$ cat src/rtl/seg7_pkg.sv
// Shared constants for active-low 7-segment displays.
// Segment vectors are ordered {g,f,e,d,c,b,a}. Anode vectors are active-low.
package seg7_pkg;

  localparam int SEG_W = 7;

  localparam logic [SEG_W-1:0] SEG_0     = 7'b1000000;
  localparam logic [SEG_W-1:0] SEG_1     = 7'b1111001;
  localparam logic [SEG_W-1:0] SEG_2     = 7'b0100100;
  localparam logic [SEG_W-1:0] SEG_3     = 7'b0110000;
  localparam logic [SEG_W-1:0] SEG_4     = 7'b0011001;
  localparam logic [SEG_W-1:0] SEG_5     = 7'b0010010;
  localparam logic [SEG_W-1:0] SEG_6     = 7'b0000010;
  localparam logic [SEG_W-1:0] SEG_7     = 7'b1111000;
  localparam logic [SEG_W-1:0] SEG_8     = 7'b0000000;
  localparam logic [SEG_W-1:0] SEG_9     = 7'b0010000;
  localparam logic [SEG_W-1:0] SEG_BLANK = 7'b1111111;
  localparam logic [SEG_W-1:0] SEG_DASH  = 7'b0111111;

  localparam logic [3:0] AN_OFF = 4'b1111;

endpackage

$ cat src/rtl/bcd_to_seg7.sv
// Combinational BCD to active-low 7-segment decoder.
// Values 10-15 are shown as a dash so that a bad digit is visible on the display.
module bcd_to_seg7
  import seg7_pkg::*;
(
  input  logic [3:0]       bcd,
  output logic [SEG_W-1:0] seg
);

  // NOTE: seg gets a default before the case so no path leaves it unassigned,
  // which would otherwise infer a latch.
  always_comb begin
    seg = SEG_DASH;
    case (bcd)
      4'd0:    seg = SEG_0;
      4'd1:    seg = SEG_1;
      4'd2:    seg = SEG_2;
      4'd3:    seg = SEG_3;
      4'd4:    seg = SEG_4;
      4'd5:    seg = SEG_5;
      4'd6:    seg = SEG_6;
      4'd7:    seg = SEG_7;
      4'd8:    seg = SEG_8;
      4'd9:    seg = SEG_9;
      default: seg = SEG_DASH;
    endcase
  end

endmodule

$ cat src/rtl/bcd_display_scan.sv
// Scans four BCD digits onto a multiplexed common-anode 7-segment display.
// Define BCD_DISPLAY_SCAN_LZB_EN to blank leading zeros in digits 3..1.
module bcd_display_scan
  import seg7_pkg::*;
#(
  parameter int REFRESH_DIV = 100000,
  parameter int CNT_W       = 17
) (
  input  logic             clock,
  input  logic             rst,
  input  logic [3:0]       digit0,
  input  logic [3:0]       digit1,
  input  logic [3:0]       digit2,
  input  logic [3:0]       digit3,
  input  logic [3:0]       dp_in,
  output logic [SEG_W-1:0] seg,
  output logic             dp,
  output logic [3:0]       an
);

  localparam logic [CNT_W-1:0] CNT_MAX = CNT_W'(REFRESH_DIV - 1);

  logic [CNT_W-1:0] cnt;
  logic             tick;
  logic [1:0]       idx;
  logic [3:0][3:0]  snap;
  logic [3:0]       snap_dp;
  logic [SEG_W-1:0] dec_seg;
  logic             blank;

  assign tick = (cnt == CNT_MAX);

  // NOTE: sequential state always uses non-blocking assignments so every
  // register samples the pre-edge values of the others.
  always_ff @(posedge clock) begin
    if (rst) begin
      cnt <= '0;
      idx <= '0;
    end else if (tick) begin
      cnt <= '0;
      idx <= idx + 2'd1;
    end else begin
      cnt <= cnt + 1'b1;
    end
  end

  // NOTE: the snapshot is reset, unlike a plain data store, because the first
  // frame after reset must show a defined 0000 rather than whatever powered up.
  always_ff @(posedge clock) begin
    if (rst) begin
      snap    <= '0;
      snap_dp <= '0;
    end else if (tick && idx == 2'd3) begin
      snap    <= {digit3, digit2, digit1, digit0};
      snap_dp <= dp_in;
    end
  end

  bcd_to_seg7 u_dec (
    .bcd (snap[idx]),
    .seg (dec_seg)
  );

  always_comb begin
    blank = 1'b0;
`ifdef BCD_DISPLAY_SCAN_LZB_EN
    case (idx)
      2'd3:    blank = (snap[3] == 4'd0);
      2'd2:    blank = (snap[3] == 4'd0) && (snap[2] == 4'd0);
      2'd1:    blank = (snap[3] == 4'd0) && (snap[2] == 4'd0) && (snap[1] == 4'd0);
      default: blank = 1'b0;
    endcase
`else
    blank = 1'b0;
`endif
  end

  // an, seg and dp share one register stage so they switch on the same edge.
  always_ff @(posedge clock) begin
    if (rst) begin
      an  <= AN_OFF;
      seg <= SEG_BLANK;
      dp  <= 1'b1;
    end else begin
      an  <= ~(4'b0001 << idx);
      seg <= blank ? SEG_BLANK : dec_seg;
      dp  <= ~snap_dp[idx];
    end
  end

endmodule

$ cat config.mk
export PLATFORM = sky130hd
export DESIGN_NAME = bcd_display_scan
export DESIGN_NICKNAME = d
export VERILOG_FILES = /design/src/rtl/seg7_pkg.sv /design/src/rtl/bcd_to_seg7.sv /design/src/rtl/bcd_display_scan.sv
export SDC_FILE = /design/constraint.sdc
export NUM_CORES = 1
export LEC_CHECK = 0
export ABC_AREA = 1
export BUFFER_PORTS_ARGS = -buffer_cell sky130_fd_sc_hd__buf_2
export CAP_MARGIN = 15
export CORE_MARGIN = 2
export CORE_UTILIZATION = 56
export DETAILED_ROUTE_END_ITERATION = 7
export PLACE_DENSITY = 0.8
export SLEW_MARGIN = 10
export SYNTH_ARGS = -nofsm -noshare
export SYNTH_HDL_FRONTEND = slang
export SYNTH_SLANG_ARGS = --single-unit
$ cat constraint.sdc
create_clock -name clock -period 1.9 [get_ports clock]
set_input_delay 0.38 -clock clock [delete_from_list [all_inputs] [get_ports clock]]
set_output_delay 0.38 -clock clock [all_outputs]
set_load 0.05 [all_outputs]
## After elaboration in Yosys (flattened, before gate mapping)

Memory sizes are Yosys's and may differ from the RTL's. A register that Yosys moved wholly into a read port is not among the register bits.
Cells that the tools add are included.

- Bits in registers: 44
- ROM bits: 112
- Bits of input ports: 22
- Output and inout bits: 12
- Word-level logic and storage cells: 24
- Memories: 1

Memory list:

| name | depth | bits a word | read ports | clocked after memory_dff | write ports | line | source |
|---|---|---|---|---|---|---|---|
| (no name shown) | 16 | 7 | 1 | 1 | 0 | bcd_to_seg7.sv:14 | `case (bcd)` |

- Add/sub/neg operators: 2
- Magnitude comparators: 1
- Equal/unequal tests: 2
- Shift operators: 1
- Muxes and demuxes: 4
- Bitwise gates (word level): 2
- Reduce and logical (&&, ||, !) cells: 2

Operator list:

| operator | count |
|---|---|
| $add A17 B1 Y17 const B | 1 |
| $eq A17 B17 Y1 const B | 1 |
| $bmux W4 S2 | 1 |
| $mux W4 | 1 |
| $not A4 Y4 | 1 |
| $shl A1 B2 Y4 const A | 1 |
| $lt A2 B3 Y1 const B | 1 |
| $add A2 B1 Y2 const B | 1 |
| $bmux W1 S2 | 1 |
| $eq A2 B2 Y1 const B | 1 |
| $reduce_or A2 Y1 | 1 |
| $logic_and A1 B1 Y1 | 1 |
| $mux W1 | 1 |
| $not A1 Y1 | 1 |

## Longest topological paths before layout

- Depth in word-level cells: 3
- Depth in mapped cells: 11
- Depth with buffers taken out: 10

## Cells and area by module

A second synthesis with hierarchy kept.

- Cell total of the unflattened synthesis: 350
- Area total of the unflattened synthesis: 2411.1 um^2

By module, submodules not included:

| module | instances | cells each | area an instance (um^2) | sequential area each (um^2) |
|---|---|---|---|---|
| bcd_display_scan | 1 | 315 | 2224.6 | 1021.0 |
| bcd_to_seg7 | 1 | 35 | 186.4 | 0.0 |

## Worst setup path before layout

OpenSTA, ideal clock, no wires.

- Path kind: register -> register
- Start: register idx[0]
- End: register seg[5]
- Data arrival time: 1479 ps
- Slack: 291 ps
- Stages on the path, launching flop included: 11
- Path buffers: 2
- Period minus slack after synthesis: 1609 ps
- Cells stage by stage: dfxtp_1 > buf_4 > buf_2 > a21oi_1 > o21ai_0 > nand2_1 > inv_1 > ha_1 > nand3b_1 > nand3_1 > nand3_1

- Longest elaborated chain between the ends: 2

RTL lines:

| element | line | source |
|---|---|---|
| start: declaration | bcd_display_scan.sv:25 | `logic [1:0] idx;` |
| start signal: assignment | bcd_display_scan.sv:41 | `idx <= idx + 2'd1;` |
| $bmux W4 S2 | bcd_display_scan.sv:60 | `.bcd (snap[idx]),` |
| $mux W4 (not written as such) | bcd_display_scan.sv:60 |  |
| end: declaration | bcd_display_scan.sv:16 | `output logic [SEG_W-1:0] seg,` |

No other way between the ends. The select of a mux whose other input is x is not followed.
A chain may end at the register's enable or synchronous reset.

## Final worst setup path

- Start: register cnt[0]
- End: register snap[2] (netlist bit)

- Longest elaborated chain between the ends: 2

RTL lines:

| element | line | source |
|---|---|---|
| start: declaration | bcd_display_scan.sv:23 | `logic [CNT_W-1:0] cnt;` |
| start signal: assignment | bcd_display_scan.sv:43 | `cnt <= cnt + 1'b1;` |
| $eq A17 B17 Y1 | bcd_display_scan.sv:31 | `assign tick = (cnt == CNT_MAX);` |
| $logic_and A1 B1 Y1 | bcd_display_scan.sv:53 | `end else if (tick && idx == 2'd3) begin` |
| end signal: assignment | bcd_display_scan.sv:54 | `snap <= {digit3, digit2, digit1, digit0};` |
| end: declaration | bcd_display_scan.sv:26 | `logic [3:0][3:0] snap;` |

No other way between the ends.

==> results.sh <==
export IMPL_net_switching_power_mw=0.4160
export IMPL_cts_htree_levels=2
export IMPL_ys_seq_elements=51
export IMPL_place_inst=427
export IMPL_synth_compound_area_share_pct=5.858
export IMPL_crit_family="simple AND/OR/NAND/NOR gates"
export IMPL_synth_top_family_by_area="simple AND/OR/NAND/NOR gates"
export IMPL_first_iter_violations=110
export IMPL_crit_required_ps=2110
export IMPL_avgSynthCellArea_um2=6.957
export IMPL_cts_tree="built"
export IMPL_worst_slew_margin_rel_pct=72.36
export IMPL_cp_max_fo=20
export IMPL_synthCells=350
export IMPL_setup_viol=0
export IMPL_maxCapViolCount=0
export IMPL_hp_class="in -> reg"
export IMPL_fp_row_count=23
export IMPL_numCtsBuffers=5
export IMPL_dieArea_um2=4892
export IMPL_ios=34
export IMPL_grt_setup_unrepaired="no"
export IMPL_drt_pre_antenna_iters=5
export IMPL_seqPwrFrac_pct=61.0
export IMPL_critPathLaunchType="flop"
export IMPL_synthXorXnorAreaFrac_pct=1.799
export IMPL_critPathSlowestCell="dfxtp_1"
export IMPL_skew_ps=8.730
export IMPL_finalSetupTns_ps=0
export IMPL_min_period_ps=1715
export IMPL_grt_pass1_wl_mm=7.700
export IMPL_avgRoutedWirePerCell_um=10.50
export IMPL_final_nets=418
export IMPL_grt_max_degree=41
export IMPL_grt_use_total_pct=19.12
export IMPL_worstSetupEndpointType="flop"
export IMPL_peakVddDrop_uv=395.9
export IMPL_critPathArrivalTime_ps=1920
export IMPL_finalHoldViolCount=0
export IMPL_comb_power_share_pct=5.1
export IMPL_preCtsSetupSlack_ps=251.9
export IMPL_finalWirelength_mm=4.576
export IMPL_clkPwrFrac_pct=33.9
export IMPL_core_um2=4086
export IMPL_dp_hpwl_mm=3.156
export IMPL_whs_ps=278.7
export IMPL_diodes=0
export IMPL_overflow=0
export IMPL_timing_fmax_mhz=583.0
export IMPL_crit_buf_inv=1
export IMPL_slew_viol_final=0
export IMPL_syn_area_um2=2435
export IMPL_vias_per_cell=4.787
export IMPL_gp_congestion=0.9117
export IMPL_synth_cell_types=26
export IMPL_cts_resized=0
export IMPL_drive_above_1_share_pct=15.80
export IMPL_ctsHoldBuffers=0
export IMPL_cellPowerDensity_nw_per_um2=652.4
export IMPL_die_height_um=69.94
export IMPL_p_leak_nw=1.291
export IMPL_grt_antenna_before_repair=0
export IMPL_cts_buffer_depth=2
export IMPL_critPathMaxStageDelay_ps=370
export IMPL_fin_crit_sh_pct=90.28
export IMPL_synth_nets=383
export IMPL_fin_cells=436
export IMPL_first_global_vias=1816
export IMPL_vias=2087
export IMPL_worst_slack_ps=184.7
export IMPL_drtAntennaViolNets=0
export IMPL_port_buffers=33
export IMPL_netSwitchingFraction_pct=23.37
export IMPL_synth_simple_gate_area_share_pct=35.66
export IMPL_synth_seq_area_share_pct=41.93
export IMPL_worstMarginPinSlew_ps=414.2
export IMPL_clock_latency_ps=310
export IMPL_power_mw=1.780
export IMPL_post_cts_buffers=0
export IMPL_status="completed"
export IMPL_p_int_mw=1.364
export IMPL_drcViolationCount=0
export IMPL_yosys_area_share_adder_pct=5.653
export IMPL_synthMuxAreaShare_pct=0
export IMPL_clk_pin_slew_ps=90
export IMPL_cts_sinks=51
export IMPL_crit_type="reg -> reg"
export IMPL_start_util_pct=59.58
export IMPL_crit_chain="ha_1 -> nand2_2 -> inv_2 -> nand2_2 -> nor2_4 -> nand3_2 -> nor2_1 -> nor2_1"
export IMPL_dieWidth_um=69.94
export IMPL_cts_root_buf="clkbuf_8"
export IMPL_syn_to_final_growth_pct=12.08
export IMPL_synth_warnings=0
cell families after synthesis:
family / Yosys count
fa+ha+maj: 11
simple gates: 206
xor+xnor: 5
compound gates: 27
flops: 51
buf+inv: 50
registers in the layout, summed over array words and instances (netlist names):
name and cells:
seg 7, cnt 17, snap_dp 4, dp 1
snap 16, an 4, idx 2
layer usage:
layer	global-route usage (%)	wire, um	vias to the layer above
li1	-	-	1145
met1	24.98	2294	903
met2	30.69	2067	33
met3	4.473	160	6
met4	7.265	54	0
met5	0	0	-
cell type report:
type                            count  area (um2)
Clock buffer                        5       68.82
Clock inverter                      3       15.01
Timing Repair Buffer               37       207.7
Sequential cell                    51        1021
Inverter                           40       151.4
Multi-Input combinational cell    250        1202
Tap cell                           50       62.56
Fill cell                         366        1358
tightest hold or removal path: cells and delay by family:
| kind | cells | cell delay [ps] |
|---|---|---|
| and+or+nand+nor | 1 | 50 |
| buffers and inverters | 1 | 90 |
| AOI/OAI and AO/OA | 1 | 40 |
cell usage after synthesis:
| master | instances | area [um2] |
|---|---|---|
| o21bai_1 | 1 | 7.510 |
| nor2_4 | 2 | 22.52 |
| buf_4 | 1 | 7.510 |
| xor2_1 | 1 | 8.760 |
| clkinv_1 | 1 | 3.750 |
| clkinv_2 | 1 | 5.000 |
| nor2_1 | 70 | 262.8 |
| o21ai_0 | 10 | 50.05 |
| dfxtp_1 | 51 | 1021 |
| nand2_1 | 95 | 356.6 |
| inv_2 | 4 | 15.01 |
| buf_2 | 5 | 25.02 |
| or2_0 | 1 | 6.260 |
| xnor2_1 | 4 | 35.03 |
| buf_6 | 3 | 33.78 |
| nand3_1 | 23 | 115.1 |
| nor3_1 | 2 | 10.01 |
| clkbuf_1 | 1 | 3.750 |
| inv_1 | 34 | 127.6 |
| nand3_4 | 1 | 17.52 |
| a21oi_1 | 15 | 75.07 |
| nand4_1 | 3 | 18.77 |
| nand2_2 | 7 | 43.79 |
| o211a_1 | 1 | 10.01 |
| ha_1 | 11 | 137.6 |
| nand3b_1 | 2 | 15.01 |
per-stage QoR:
step | utilization, % | cell area, um2
finish | 66.78 | 2729
CTS | 66.53 | 2719
global placement | 64.48 | 2635
detailed placement | 64.48 | 2635
global route | 66.78 | 2729
floorplan | - | 2435
worst paths after layout:
path,from,end,slack (ps),depth (start not counted)
worst max-delay path,cnt[0],snap[2],180,8
worst min-delay path,rst,seg[4],280,3
worst max register to register,cnt[0],snap[2],180,8
worst min register to register,cnt[0],cnt[0],470,1
power groups by stage:
stage / logic, mW / clock network [mW] / registers (mW)
finish: 0.0911 / 0.603 / 1.09
global route: 0.101 / 0.655 / 1.09
CTS: 0.0924 / 0.626 / 1.09
detailed placement: 0.0921 / 0 / 1.11
global placement: 0.0925 / 0 / 1.11
floorplan: 0.0286 / 0 / 1.14
cells in the final DEF, fill, tap and decap left out, drive strengths merged, types with 3 or more instances in the layout:
cell	instances
dfxtp	51
buf	37
nand2	102
nand3	25
inv	38
clkinv	5
ha	11
nor2	72
o21ai	10
xnor2	4
nand4	3
a21oi	15
clkbuf	5
Note: power is estimated with default switching activity, not from simulation.
